$ cat src/rtl/video_sync_monitor.sv
// Video sync monitor: rebuilds pixel/line position from the hreset/vreset pulse
// trains, measures line and frame length, and tracks lock against the nominal raster.
module video_sync_monitor #(
   parameter int unsigned HW          = 10,
   parameter int unsigned VW          = 9,
   parameter int unsigned H_TOTAL     = 455,
   parameter int unsigned V_TOTAL     = 262,
   parameter int unsigned LOCK_FRAMES = 2
) (
   input  logic          clk,
   input  logic          _reset,
   input  logic          hreset_in,
   input  logic          vreset_in,
   output logic [HW-1:0] hpos,
   output logic [VW-1:0] vpos,
   output logic [HW-1:0] h_len,
   output logic [VW-1:0] v_len,
   output logic          locked,
   output logic          frame_start,
   output logic          lock_lost,
   output logic [7:0]    bad_frames
);
   typedef enum logic [1:0] {StAcquire, StMeasure, StLocked} state_e;

   localparam logic [HW-1:0] HTot  = HW'(H_TOTAL);
   localparam logic [VW-1:0] VTot  = VW'(V_TOTAL);
   localparam logic [3:0]    LockN = 4'(LOCK_FRAMES);

   state_e        state_q, state_d;
   logic          hreset_q, vreset_q;
   logic [HW-1:0] hpos_q, hpos_d, h_len_q, h_len_d;
   logic [VW-1:0] vpos_q, vpos_d, v_len_q, v_len_d;
   logic          h_armed_q, h_armed_d;
   logic          frame_bad_q, frame_bad_d;
   logic [3:0]    good_cnt_q, good_cnt_d;
   logic          locked_q, locked_d;
   logic          frame_start_q, frame_start_d;
   logic          lock_lost_q, lock_lost_d;
   logic [7:0]    bad_frames_q, bad_frames_d;

   logic          hr_edge, vr_edge, line_bad, frame_good, timeout, count_bad;
   logic [HW-1:0] hpos_inc;
   logic [VW-1:0] vpos_inc;

   always_comb begin
      hr_edge    = hreset_in & ~hreset_q;
      vr_edge    = vreset_in & ~vreset_q;
      hpos_inc   = hpos_q + 1'b1;
      vpos_inc   = vpos_q + 1'b1;
      // An edge landing on a saturated counter resynchronises it instead of timing out.
      timeout    = ((&hpos_q) & ~hr_edge) | ((&vpos_q) & ~vr_edge);
      line_bad   = hr_edge & h_armed_q & (hpos_inc != HTot);
      frame_good = (vpos_inc == VTot) & ~frame_bad_q & ~line_bad;
   end

   always_comb begin
      hpos_d        = hpos_q;
      h_len_d       = h_len_q;
      h_armed_d     = h_armed_q;
      vpos_d        = vpos_q;
      v_len_d       = v_len_q;
      frame_bad_d   = frame_bad_q;
      frame_start_d = vr_edge;

      if (hr_edge) begin
         h_len_d   = hpos_inc;
         hpos_d    = '0;
         h_armed_d = 1'b1;
      end else if (!(&hpos_q)) begin
         hpos_d = hpos_inc;
      end
      if (timeout) begin
         h_armed_d = 1'b0;
      end

      if (vr_edge) begin
         v_len_d     = vpos_inc;
         vpos_d      = '0;
         frame_bad_d = 1'b0;
      end else begin
         if (hr_edge && !(&vpos_q)) begin
            vpos_d = vpos_inc;
         end
         if (line_bad) begin
            frame_bad_d = 1'b1;
         end
      end
   end

   always_comb begin
      state_d     = state_q;
      good_cnt_d  = good_cnt_q;
      locked_d    = locked_q;
      lock_lost_d = 1'b0;
      count_bad   = 1'b0;

      if (timeout) begin
         state_d     = StAcquire;
         good_cnt_d  = '0;
         locked_d    = 1'b0;
         lock_lost_d = (state_q == StLocked);
      end else begin
         unique case (state_q)
            StAcquire: begin
               // The partial frame seen after acquisition is never judged.
               if (vr_edge) begin
                  state_d    = StMeasure;
                  good_cnt_d = '0;
               end
            end
            StMeasure: begin
               if (vr_edge) begin
                  if (frame_good) begin
                     if (good_cnt_q + 4'd1 == LockN) begin
                        state_d    = StLocked;
                        locked_d   = 1'b1;
                        good_cnt_d = '0;
                     end else begin
                        good_cnt_d = good_cnt_q + 4'd1;
                     end
                  end else begin
                     good_cnt_d = '0;
                     count_bad  = 1'b1;
                  end
               end
            end
            StLocked: begin
               if (line_bad || (vr_edge && !frame_good)) begin
                  state_d     = StMeasure;
                  locked_d    = 1'b0;
                  good_cnt_d  = '0;
                  lock_lost_d = 1'b1;
                  count_bad   = vr_edge;
               end
            end
            default: state_d = StAcquire;
         endcase
      end

      bad_frames_d = bad_frames_q;
      if (count_bad && !(&bad_frames_q)) begin
         bad_frames_d = bad_frames_q + 8'd1;
      end
   end

   always_ff @(posedge clk or negedge _reset) begin
      if (!_reset) begin
         state_q       <= StAcquire;
         hreset_q      <= 1'b0;
         vreset_q      <= 1'b0;
         hpos_q        <= '0;
         h_len_q       <= '0;
         vpos_q        <= '0;
         v_len_q       <= '0;
         h_armed_q     <= 1'b0;
         frame_bad_q   <= 1'b0;
         good_cnt_q    <= '0;
         locked_q      <= 1'b0;
         frame_start_q <= 1'b0;
         lock_lost_q   <= 1'b0;
         bad_frames_q  <= '0;
      end else begin
         state_q       <= state_d;
         hreset_q      <= hreset_in;
         vreset_q      <= vreset_in;
         hpos_q        <= hpos_d;
         h_len_q       <= h_len_d;
         vpos_q        <= vpos_d;
         v_len_q       <= v_len_d;
         h_armed_q     <= h_armed_d;
         frame_bad_q   <= frame_bad_d;
         good_cnt_q    <= good_cnt_d;
         locked_q      <= locked_d;
         frame_start_q <= frame_start_d;
         lock_lost_q   <= lock_lost_d;
         bad_frames_q  <= bad_frames_d;
      end
   end

   assign hpos        = hpos_q;
   assign vpos        = vpos_q;
   assign h_len       = h_len_q;
   assign v_len       = v_len_q;
   assign locked      = locked_q;
   assign frame_start = frame_start_q;
   assign lock_lost   = lock_lost_q;
   assign bad_frames  = bad_frames_q;

endmodule

$ cat config.mk
export PLATFORM = sky130hd
export DESIGN_NAME = video_sync_monitor
export DESIGN_NICKNAME = d
export VERILOG_FILES = /design/src/rtl/video_sync_monitor.sv
export SDC_FILE = /design/constraint.sdc
export NUM_CORES = 1
export LEC_CHECK = 0
export CAP_MARGIN = 10
export CORE_ASPECT_RATIO = 0.7
export CORE_MARGIN = 2
export CORE_UTILIZATION = 60
export CTS_CLUSTER_SIZE = 14
export DETAILED_ROUTE_END_ITERATION = 10
export DONT_BUFFER_PORTS = 1
export GPL_TIMING_DRIVEN = 0
export PLACE_DENSITY_LB_ADDON = 0.2
export SETUP_SLACK_MARGIN = 0.4
export SLEW_MARGIN = 20
export SYNTH_ARGS = -nofsm -noshare
export SYNTH_HDL_FRONTEND = slang
export SYNTH_SLANG_ARGS = --single-unit
$ cat constraint.sdc
create_clock -name clk -period 6.3 [get_ports clk]
set_input_delay 1.26 -clock clk [delete_from_list [all_inputs] [get_ports clk]]
set_output_delay 1.26 -clock clk [all_outputs]
set_load 0.01 [all_outputs]
======== Word level (Yosys, flattened, before mapping) ========
Index checks and enable logic that the tools add are counted.
storage, ports and cells
  flip-flop bits (word level) ............. 59
  latch bits .............................. 0
  bits in writable memories ............... 0
  bits in read-only memories .............. 0
  output and inout bits ................... 49
  memories ................................ 0
cells by class
  $add $sub $neg .......................... 4
  $mul .................................... 0
  div/mod/pow operators ................... 0
  order comparisons ....................... 0
  eq/ne operators ......................... 11
  shifts and indexed selects .............. 0
  mux-type cells .......................... 36
  bitwise logic cells ..................... 15
  reductions and logical operators ........ 19
operators with widths
  kind                                                               number
  4-bit 2-to-1 mux                                                   6
  10-bit 2-to-1 mux                                                  2
  9-bit 2-to-1 mux                                                   2
  1-bit 2-to-1 mux                                                   16
  2-bit 2-to-1 mux                                                   6
  3-bit != test (second input constant)                              4
  4-bit case mux with 3 select lines                                 1
  10-bit by 1-bit adder with 10-bit output (second input constant)   1
  10-bit by 9-bit != test with 1-bit output (second input constant)  1
  10-bit AND reduction                                               1
  5-bit AND reduction                                                2
  9-bit by 1-bit adder with 9-bit output (second input constant)     1
  9-bit == test (second input constant)                              1
  9-bit AND reduction                                                1
  8-bit by 1-bit adder with 8-bit output (second input constant)     1
  1-bit bitwise AND                                                  8
  8-bit AND reduction                                                1
  1-bit inverter                                                     6
  2-bit case mux with 3 select lines                                 1
  2-bit nonzero test                                                 3
  4-bit by 1-bit adder with 4-bit output (second input constant)     1
  4-bit by 2-bit == test with 1-bit output (second input constant)   1
  1-bit case mux with 2 select lines                                 2
  4-bit AND reduction                                                1
  11 further kinds                                                   15

======== Longest topological paths before layout ========
Gate-level depths: netlist (run 1).
  depth after elaboration ................. 13
  depth in mapped cells ................... 12

======== Least setup slack after synthesis (run 1) ========
No wires, ideal clock.
  kind .................................... register to register
  start point ............................. register vpos_q[0], in the netlist vpos[0]
  end point ............................... register good_cnt_q[3]
  setup time .............................. 0.092 ns
  arrival time ............................ 2.882 ns
  data required time ...................... 6.208 ns
  path slack .............................. 3.326 ns
  stages on the path, launching flop included .. 13
  cells stage by stage .................... dfrtp_1 > ha_1 > nand3_1 > nor2_1 > and3_1 > ha_1 > nand4bb_1 > or4_4 > a21oi_4 > nand3_2 > nor2_4 > or3b_4 > o31ai_2
on the way
  longest elaborated chain between the ends .. 9
RTL lines
  item                                                line  text
  start, declared                                     32    logic [VW-1:0] vpos_q, vpos_d, v_len_q, v_len_d;
  start signal, assigned                              168   vpos_q <= vpos_d;
  9-bit by 1-bit adder with 9-bit output (*)          49    vpos_inc = vpos_q + 1'b1;
  named net vpos_inc[8]                               43    logic [VW-1:0] vpos_inc;
  9-bit == test (*)                                   53    frame_good = (vpos_inc == VTot) & ~frame_bad_q & ~line_bad;
  1-bit bitwise AND (*) (2 in series)                 53
  1-bit logical NOT                                   128   if (line_bad || (vr_edge && !frame_good)) begin
  1-bit logical AND                                   128
  1-bit logical OR                                    128
  3-bit by 2-bit != test with 1-bit output (no line)  n/a
  4-bit AND reduction (no line)                       n/a
  end signal, assigned                                172   good_cnt_q <= good_cnt_d;
  end, declared                                       35    logic [3:0] good_cnt_q, good_cnt_d;
The timed path passes the listed nets; every way through them passes the cells marked *. The select of a mux whose other input is x is not followed.
A chain may end at the register's enable or synchronous reset.

======== Worst setup path after layout (run 1) ========
  start point ............................. register vpos_q[0], in the netlist vpos[0]
  end point ............................... register good_cnt_q[1]
Same word-level chain as after synthesis.

==> results of run 1 <==
-- registers in the layout, indices dropped and copies added (netlist names) --
name,flops
hreset_q,1
bad_frames,8
good_cnt_q,4
locked,1
vpos,9
v_len,9
frame_bad_q,1
h_armed_q,1
state_q,2
h_len,10
hpos,10
vreset_q,1
lock_lost,1
frame_start,1
-- final timing paths --
path / startpoint / endpoint / cells after the start
worst max-delay path: vpos[0] / good_cnt_q[1] / 12
worst min-delay path: h_armed_q / h_armed_q / 2
worst max register to register: vpos[0] / good_cnt_q[1] / 12
worst min register to register: h_armed_q / h_armed_q / 2
max in group asynchronous: _reset / h_len[0] / 0
min in group asynchronous: _reset / bad_frames[5] / 0
-- final cells by class --
cell class / count / area [sq um]
plain buffers: 14 / 78.8
clock buffers: 13 / 169
clock inverters: 2 / 10.0
fillers: 390 / 1530
inverters: 10 / 37.5
multi-input cells: 226 / 1420
flip-flops and latches: 59 / 1480
well taps: 69 / 86.3
-- per-layer routing --
layer | global-route usage, % | vias up
li1 | - | 1093
met1 | 33.5 | 1065
met2 | 35.4 | 68
met3 | 8.91 | 4
met4 | 9.09 | 0
met5 | 0 | -
-- tightest hold or removal path, cell delays in order, from the launching register on --
cell	delay, ns
dfrtp_1	0.35
nor2_1	0.05
nor2_1	0.07
-- power by group through the flow --
stage          Clock [mW]  Sequential (mW)  Combinational [mW]
6_report            0.309            0.496               0.164
5_1_grt             0.338            0.506               0.187
4_1_cts             0.316            0.496               0.162
3_5_place_dp            0            0.503               0.161
3_3_place_gp            0            0.500               0.159
2_1_floorplan           0            0.489               0.132
-- logic make-up (layout without fill, tap and decap cells) --
kind of cell,after synthesis,count (layout)
multiplexers,1,1
XOR/XNOR,29,29
flip-flops,59,59
AO/OA/AOI/OAI,62,62
AND/OR/NAND/NOR,122,122
buffers and inverters,24,39
adder cells (fa/ha/maj),12,12
-- cells in the mapped netlist (3+ instances only) --
cell type  count
a21oi_1       10
a31oi_1        3
and2_1         3
and3_1         4
and4_1         4
buf_6          3
clkbuf_1       7
dfrtp_1       59
ha_1          12
inv_1          9
nand2_1       47
nand3_1       10
nand4_1        7
nor2_1        24
nor3_1         6
o21ai_0       31
o31ai_1        3
xnor2_1       14
xor2_1        15
-- through the flow --
step,hold WS [ns],setup slack (ns)
floorplan,0.466,3.33
global placement,0.493,3.02
detailed placement,0.500,2.97
CTS,0.514,2.94
global route,0.564,2.70
finish,0.514,2.95
==> impl_metrics.yaml, run 1 <==
finish:
  final_cell_mix: "dfrtp_1, nand2_1, o21ai_0"
  antenna-diode-count: 0
  final_common_cell: "dfrtp_1"
  postLayoutCoreUtil_pct: 68.2
  fin_cells: 393
  layout-drive-gt1-share_pct: 9.57
  nets: 336
  final_cell_area_sq_um: 3280
  syn_to_final_growth_pct: 8.80
sta:
  tightest_slew_ns: 0.771
  timing.final.crit_share_pct: 53.2
  finalSetupViolations: 0
  rsz0062_at_grt: "false"
  slew_headroom_pct: 48.1
  setup_tns_ns: 0
  timing.fmax_mhz: 298
  hold_viol: 0
  drv_slew: 0
  fin_crit_ns: 3.35
  fin_skew_ns: 0.00718
setup_path:
  cp-end-kind: "flop"
  crit_required_ns: 6.53
  critical_path.n_buffers_inverters: 0
  crit_arrival_ns: 3.59
  worstSetupPathType: "flop to flop"
  cp_max_fo: 7
  cp_slowest_stage_delay_ns: 0.50
  cp_common_cell: "ha_1"
  cpLargestDelayFamily: "simple AND/OR/NAND/NOR gates"
  ff2ff_setup_slack_ns: 2.95
  crit_slowest_cell: "dfrtp_1"
  start_kind: "flop"
  crit_chain: "ha_1 > nand3_1 > nor2_1 > and3_1 > ha_1 > nand4bb_1 > or4_4 > a21oi_4 > nand3_2 > nor2_4 > or3b_4 > o31ai_1"
die:
  fp.dieW_microns: 88.7
  start_util_pct: 62.7
  io_pins: 53
  fp.coreArea_sq_um: 4810
  rows: 21
  dieArea_sq_um: 5620
  die_h_microns: 63.3
place:
  gp_congestion: 0.936
  place_hpwl_mm: 4.26
  portBuffers: 0
  placed_cells: 378
  placed_cell_area_sq_um: 3100
clock_network:
  post_cts_resized: 0
  cts.path.max_buffers: 2
  clock_latency_ns: 0.33
  postCtsSetupBuffers: 0
  ctsHtreeMaxLevel: 3
  clock_sinks: 59
  clk_pin_slew_ns: 0.06
  cts_buffers: 9
  hold_buffers: 0
  cts_tree: "yes"
  root_buffer: "clkbuf_8"
grt:
  antenna_found_initial: 0
  grt.total_usage_pct: 24.5
  grt_pass1_vias: 2205
  grt_pass1_wl_mm: 10.4
  gr-total-overflow: 0
  grt_max_degree: 60
power:
  p_per_area_nw_per_um2: 295
  ir_drop_mv: 0.251
  seqPwrFrac_pct: 51.2
  leakagePower_nw: 1.43
  power_mw: 0.969
  pwr-share-comb_pct: 16.9
  p_int_mw: 0.664
  switchingPower_mw: 0.304
  p_sw_share_pct: 31.4
  clockPowerShare_pct: 31.9
routing:
  drc: 0
  route.layer.met1.wl_mm: 2.86
  dr.max_layer_used: "met4"
  dr_wl_met2_mm: 2.72
  dr.first_iter.drc_count: 95
  wirelength_mm: 6.03
  ant_nets: 0
  via_count: 2230
  post_drt_wl_per_cell_microns: 15.3
  drt-vias-per-instance: 5.67
  wl_met3_microns: 400
  first_pass_iters: 5
synthesis:
  synth-simple-area-share_pct: 20.5
  postSynthCellCount: 309
  synth_nets: 325
  synth_edf_count: 0
  synth-compound-area-share_pct: 12.9
  syn_area_sq_um: 3010
  ys_seq_area_share_pct: 49.0
  async_reset_ff_share_pct: 100
  synth-seq-cells: 59
  netlist_top_cells_area: "dfrtp_1, nand2_1, o21ai_0"
  yosys.area.top_type: "dfrtp_1"
  synthDistinctLibCells: 50
  synth_top_family_by_area: "simple AND/OR/NAND/NOR gates"
  ys.flop_type: "dfrtp_1"
  synthAdderAreaFrac_pct: 4.98
  yosysWarnings: 0
  yosysTopAreaCellShare_pct: 49.0
  synth-xor-area-share_pct: 8.43
  synthMuxAreaShare_pct: 0.374
  syn_area_per_cell_sq_um: 9.75
hold_path:
  hp-class: "flop to flop"
outcome:
  outcome: "finished clean"
run:
  maxCapViolations: 0
Note: power is estimated with default switching activity, not from simulation.
==> inputs of run 2 (changes only) <==
--- a/config.mk
+++ b/config.mk
@@ -8,7 +8,7 @@
 export CAP_MARGIN = 10
 export CORE_ASPECT_RATIO = 0.7
 export CORE_MARGIN = 2
-export CORE_UTILIZATION = 60
+export CORE_UTILIZATION = 57
 export CTS_CLUSTER_SIZE = 14
 export DETAILED_ROUTE_END_ITERATION = 10
 export DONT_BUFFER_PORTS = 1
==> constraint.sdc (replaced) <==
create_clock -name clk -period 2.7 [get_ports clk]
set_input_delay 0.54 -clock clk [delete_from_list [all_inputs] [get_ports clk]]
set_output_delay 0.54 -clock clk [all_outputs]
set_load 0.01 [all_outputs]
==> run 2 against run 1 <==
Against the previous run:
- die area rose by 5.0%
- the run now ends with setup timing left
- critical path depth did not move
- sequential share of layout area fell by 2.8 points
- cell count rose by 4.1%
- global-route usage fell by 0.33 points
- total power rose by 150%
==> impl_metrics.yaml, run 2 (synthesized netlist as in run 1, its figures left out) <==
outcome:
  outcome: "finished, violations left"
  failed_checks: "setup timing"
power:
  leakagePower_nw: 1.50
  switchingPower_mw: 0.792
  seqPwrFrac_pct: 48.5
  p_per_area_nw_per_um2: 685
  p_int_mw: 1.61
  ir_drop_mv: 0.669
  power_mw: 2.41
  pwr-share-comb_pct: 17.5
  clockPowerShare_pct: 33.9
  p_sw_share_pct: 32.9
place:
  place_hpwl_mm: 4.39
  portBuffers: 0
  gp_congestion: 0.925
  placed_cell_area_sq_um: 3140
  preCtsSetupSlack_ns: -0.376
grt:
  grt_pass1_vias: 2270
  grt_max_degree: 60
  antenna_found_initial: 0
  grt.total_usage_pct: 24.1
  grt_pass1_wl_mm: 11.0
  gr-total-overflow: 0
die:
  fp.dieW_microns: 90.9
  fp.coreArea_sq_um: 5170
  start_util_pct: 58.2
  dieArea_sq_um: 5890
  die_h_microns: 64.8
  io_pins: 53
  rows: 22
sta:
  rsz0062_at_grt: "true"
  finalSetupViolations: 11
  slew_headroom_pct: 65.6
  timing.fmax_mhz: 345
  fin_skew_ns: 0.0111
  fin_crit_ns: 2.90
  fin_ws_ns: -0.198
  tightest_slew_ns: 0.512
  drv_slew: 0
  whs_ns: 0.0486
  timing.final.crit_share_pct: 107
  hold_viol: 0
routing:
  route.layer.met1.wl_mm: 3.13
  dr_wl_met2_mm: 2.88
  drt-vias-per-instance: 5.66
  dr.first_iter.drc_count: 151
  via_count: 2316
  dr.max_layer_used: "met4"
  wl_met3_microns: 477
  first_pass_iters: 4
  drc: 0
  post_drt_wl_per_cell_microns: 16.0
  wirelength_mm: 6.56
  ant_nets: 0
finish:
  nFillCells: 433
  final_cell_area_sq_um: 3510
  final_cell_mix: "dfrtp_1, nand2_1, o21ai_0"
  nets: 348
  final_common_cell: "dfrtp_1"
  syn_to_final_growth_pct: 16.5
  antenna-diode-count: 0
  layout-drive-gt1-share_pct: 18.4
  postLayoutCoreUtil_pct: 67.9
setup_path:
  ff2ff_setup_slack_ns: -0.20
  cpLargestDelayFamily: "simple AND/OR/NAND/NOR gates"
  crit_arrival_ns: 3.16
  cp-end-kind: "flop"
  start_kind: "flop"
  r2r_end: "good_cnt_q[0]"
  crit_chain: "ha_4 > nand3_4 > nor2_4 > and3_4 > ha_4 > nand4bb_1 > or4_4 > a21oi_4 > nand3_2 > nor2_4 > or3b_4 > o31ai_2"
  cp_slowest_stage_delay_ns: 0.50
  critical_path.n_buffers_inverters: 0
  crit_required_ns: 2.96
  worstSetupPathType: "flop to flop"
  cp_max_fo: 7
  worstRegToRegCells: 12
  r2r-start: "vpos[0]"
  crit_slowest_cell: "dfrtp_2"
clock_network:
  clk_pin_slew_ns: 0.07
  cts.path.max_buffers: 2
  clock_sinks: 59
  cts_tree: "yes"
  ctsHtreeMaxLevel: 3
  cts_buffers: 9
  root_buffer: "clkbuf_8"
  clock_latency_ns: 0.35
hold_path:
  hp-class: "input pin to asynchronous set/reset pin"
run:
  maxCapViolations: 0
[run 2: cell count changes in the layout (fill, tap and decap cells not counted), moves of 2 or more]
cell,before,now
clkinvlp_4,0,2
and4_1,4,2
nor2_1,24,22
o21ai_0,31,29
and4_4,0,2
dfrtp_2,0,4
clkbuf_8,12,10
buf_4,0,11
ha_1,12,9
o31ai_1,3,1
ha_4,0,2
dfrtp_1,59,55
o21ai_1,0,2
[run 2: layout make-up]
| class | instances | area, sq um | area share (%) |
|---|---|---|---|
| Buffer | 14 | 78.8 | 2.24 |
| Clock buffer | 10 | 138 | 3.92 |
| Clock inverter | 6 | 63.8 | 1.82 |
| Inverter | 10 | 37.5 | 1.07 |
| Multi-Input combinational cell | 226 | 1510 | 43.1 |
| Sequential cell | 59 | 1480 | 42.2 |
| Tap cell | 72 | 90.1 | 2.57 |
| Timing Repair Buffer | 12 | 110 | 3.14 |
[run 2: worst max-delay path by stage]
stage	cells past startpoint	end	slack, ns	from
global placement	12	good_cnt_q[3]	-0.35	vpos[0]
detailed placement	12	good_cnt_q[1]	-0.38	vpos[0]
CTS	12	good_cnt_q[0]	-0.25	vpos[0]
finish	12	good_cnt_q[0]	-0.20	vpos[0]
floorplan	12	good_cnt_q[3]	-0.12	vpos[0]
global route	12	good_cnt_q[1]	-0.30	vpos[0]
[run 2: metrics by stage]
| stage | cells | setup TNS [ns] |
|---|---|---|
| global placement | 381 | -2.16 |
| detailed placement | 381 | -2.46 |
| global route | 409 | -3.02 |
| CTS | 406 | -1.56 |
| finish | 409 | -1.54 |
| floorplan | 309 | -0.341 |
[run 2: what timing repair did]
action | CTS | global route
resized for setup | 7 | 6
pin swaps | 9 | 5
setup buffers | 8 | 3
hold endpoints to repair | 59 | 0
endpoints found under the setup margin | 16 | 22
hold buffers | 1 | 0
cloned | 0 | 0
[run 2: metal layers]
| metal | vias to the layer above | track usage, % |
|---|---|---|
| met4 | 0 | 8.33 |
| met2 | 64 | 36.0 |
| met3 | 10 | 8.26 |
| met1 | 1120 | 33.2 |
| met5 | - | 0 |
| li1 | 1122 | - |
[run 2: power by group through the flow]
| stage | combinational, mW | sequential, mW | clock [mW] |
|---|---|---|---|
| 2_1_floorplan | 0.311 | 1.15 | 0 |
| 3_3_place_gp | 0.379 | 1.18 | 0 |
| 3_5_place_dp | 0.392 | 1.18 | 0 |
| 4_1_cts | 0.422 | 1.17 | 0.830 |
| 5_1_grt | 0.485 | 1.19 | 0.862 |
| 6_report | 0.422 | 1.17 | 0.816 |
==> inputs of run 3 (changes only) <==
--- a/config.mk
+++ b/config.mk
@@ -14,7 +14,7 @@
 export DONT_BUFFER_PORTS = 1
 export GPL_TIMING_DRIVEN = 0
 export PLACE_DENSITY_LB_ADDON = 0.2
-export SETUP_SLACK_MARGIN = 0.4
+export SETUP_SLACK_MARGIN = 0.3
 export SLEW_MARGIN = 20
 export SYNTH_ARGS = -nofsm -noshare
 export SYNTH_HDL_FRONTEND = slang
==> run 3 against run 2 <==
Against the previous run:
- maximum frequency fell by 2.5%
- largest cell class unchanged
- sequential cell count is the same
- critical path type unchanged
- the flow still finishes with violations (setup timing)
- total power is 3.3% higher
- clock power is 10% higher
- global-route usage down 0.20 points
- die area unchanged
- core utilization grew 1.2 points
==> impl_metrics.yaml, run 3 (synthesized netlist as in run 1, its figures left out) <==
setup_path:
  endpoint: "good_cnt_q[0]"
  r2r_end: "good_cnt_q[0]"
  cp-end-kind: "flop"
  cp_max_fo: 7
  ff2ff_setup_slack_ns: -0.27
  crit_start: "vpos[0]"
  crit_arrival_ns: 3.23
  r2r-start: "vpos[0]"
  start_kind: "flop"
  worstSetupPathType: "flop to flop"
  worstRegToRegCells: 12
  crit_required_ns: 2.96
die:
  die_h_microns: 64.8
  io_pins: 53
  start_util_pct: 58.2
  dieArea_sq_um: 5890
  fp.dieW_microns: 90.9
  rows: 22
  fp.coreArea_sq_um: 5170
grt:
  antenna_found_initial: 0
  grt_pass1_vias: 2182
  grt_pass1_wl_mm: 10.9
  grt_max_degree: 60
  grt.total_usage_pct: 23.9
  gr-total-overflow: 0
sta:
  fin_crit_ns: 2.97
  slew_headroom_pct: 66.0
  timing.fmax_mhz: 337
  timing.final.crit_share_pct: 110
  tightest_slew_ns: 0.505
  rsz0062_at_grt: "true"
  hold_viol: 0
  fin_skew_ns: 0.0131
  finalSetupViolations: 10
  drv_slew: 0
  fin_ws_ns: -0.272
  setup_tns_ns: -1.59
routing:
  post_drt_wl_per_cell_microns: 15.6
  drt-vias-per-instance: 5.63
  via_count: 2318
  drc: 0
  ant_nets: 0
  dr.first_iter.drc_count: 165
  first_pass_iters: 4
  wirelength_mm: 6.43
place:
  preCtsSetupSlack_ns: -0.393
  placed_cell_area_sq_um: 3140
  place_hpwl_mm: 4.37
  gp_congestion: 0.910
  portBuffers: 0
clock_network:
  clock_latency_ns: 0.35
  cts_tree: "yes"
  root_buffer: "clkbuf_8"
  cts_buffers: 9
  cts.path.max_buffers: 2
  clk_pin_slew_ns: 0.07
  ctsHtreeMaxLevel: 3
  clock_sinks: 59
hold_path:
  hp-class: "input pin to asynchronous set/reset pin"
finish:
  postLayoutCoreUtil_pct: 69.0
  final_cell_area_sq_um: 3570
  antenna-diode-count: 0
  nets: 351
  final_common_cell: "dfrtp_1"
  syn_to_final_growth_pct: 18.5
  final_cell_mix: "dfrtp_1, nand2_1, o21ai_0"
  layout-drive-gt1-share_pct: 18.5
power:
  ir_drop_mv: 0.446
  leakagePower_nw: 1.54
  p_per_area_nw_per_um2: 695
run:
  maxCapViolations: 0
outcome:
  outcome: "finished, violations left"
  failed_checks: "setup timing"
## run 3: cell count changes in the layout (fill, tap and decap cells not counted), moves of 2 or more
| cell | delta |
|---|---|
| buf_4 | +3 |
| clkinv_4 | +3 |
| clkinvlp_4 | -2 |
| dfrtp_1 | +2 |
| dfrtp_2 | -2 |
## run 3: area by class of cell
| type | count | area [sq um] |
|---|---|---|
| Clock inverter | 7 | 100 |
| Tap cell | 72 | 90.1 |
| Fill cell | 413 | 1600 |
| Multi-Input combinational cell | 226 | 1530 |
| Inverter | 10 | 37.5 |
| Timing Repair Buffer | 15 | 133 |
| Clock buffer | 9 | 124 |
| Buffer | 14 | 78.8 |
| Sequential cell | 59 | 1480 |
## run 3: metal layers
| layer | global-route usage (%) | wire length [microns] |
|---|---|---|
| met5 | 0 | 0 |
| met1 | 32.8 | 3040 |
| met4 | 7.58 | 51 |
| met2 | 34.8 | 2950 |
| met3 | 9.77 | 391 |
## run 3: timing repair
item                                    CTS  global route
setup buffers                             9             5
hold endpoints to repair                 59             0
hold buffers                              1             0
gates resized for setup                   4             9
pin swaps                                 7             7
endpoints found under the setup margin   16            17
## run 3: power breakdown
part	leakage (nW)	switching, mW	internal (mW)
Combinational	0.639	0.251	0.172
Sequential	0.782	0.171	0.992
Clock	0.114	0.373	0.525
## run 3: per-stage QoR
stage	power, mW	std cells	hold slack [ns]
after floorplan	1.46	309	0.244
after global placement	1.55	381	0.245
after detailed placement	1.57	381	0.245
after CTS	2.50	407	0.0557
after global routing	2.63	412	0.0664
final	2.48	412	0.0589
## run 3: worst min-delay path by stage
stage | endpoint | cells past startpoint
after floorplan | bad_frames[0] | 0
after CTS | vpos[5] | 1
final | hreset_q | 1
after detailed placement | bad_frames[4] | 0
after global placement | bad_frames[1] | 0
after global routing | vpos[5] | 1
## run 3: worst max-delay path, stage by stage, from the launching register on
cell	delay [ns]
dfrtp_2	0.49
ha_4	0.20
nand3_4	0.10
nor2_4	0.04
and3_4	0.18
ha_4	0.26
nand4bb_1	0.09
or4_4	0.43
a21oi_4	0.19
nand3_2	0.12
nor2_4	0.11
or3b_4	0.44
o31ai_4	0.22
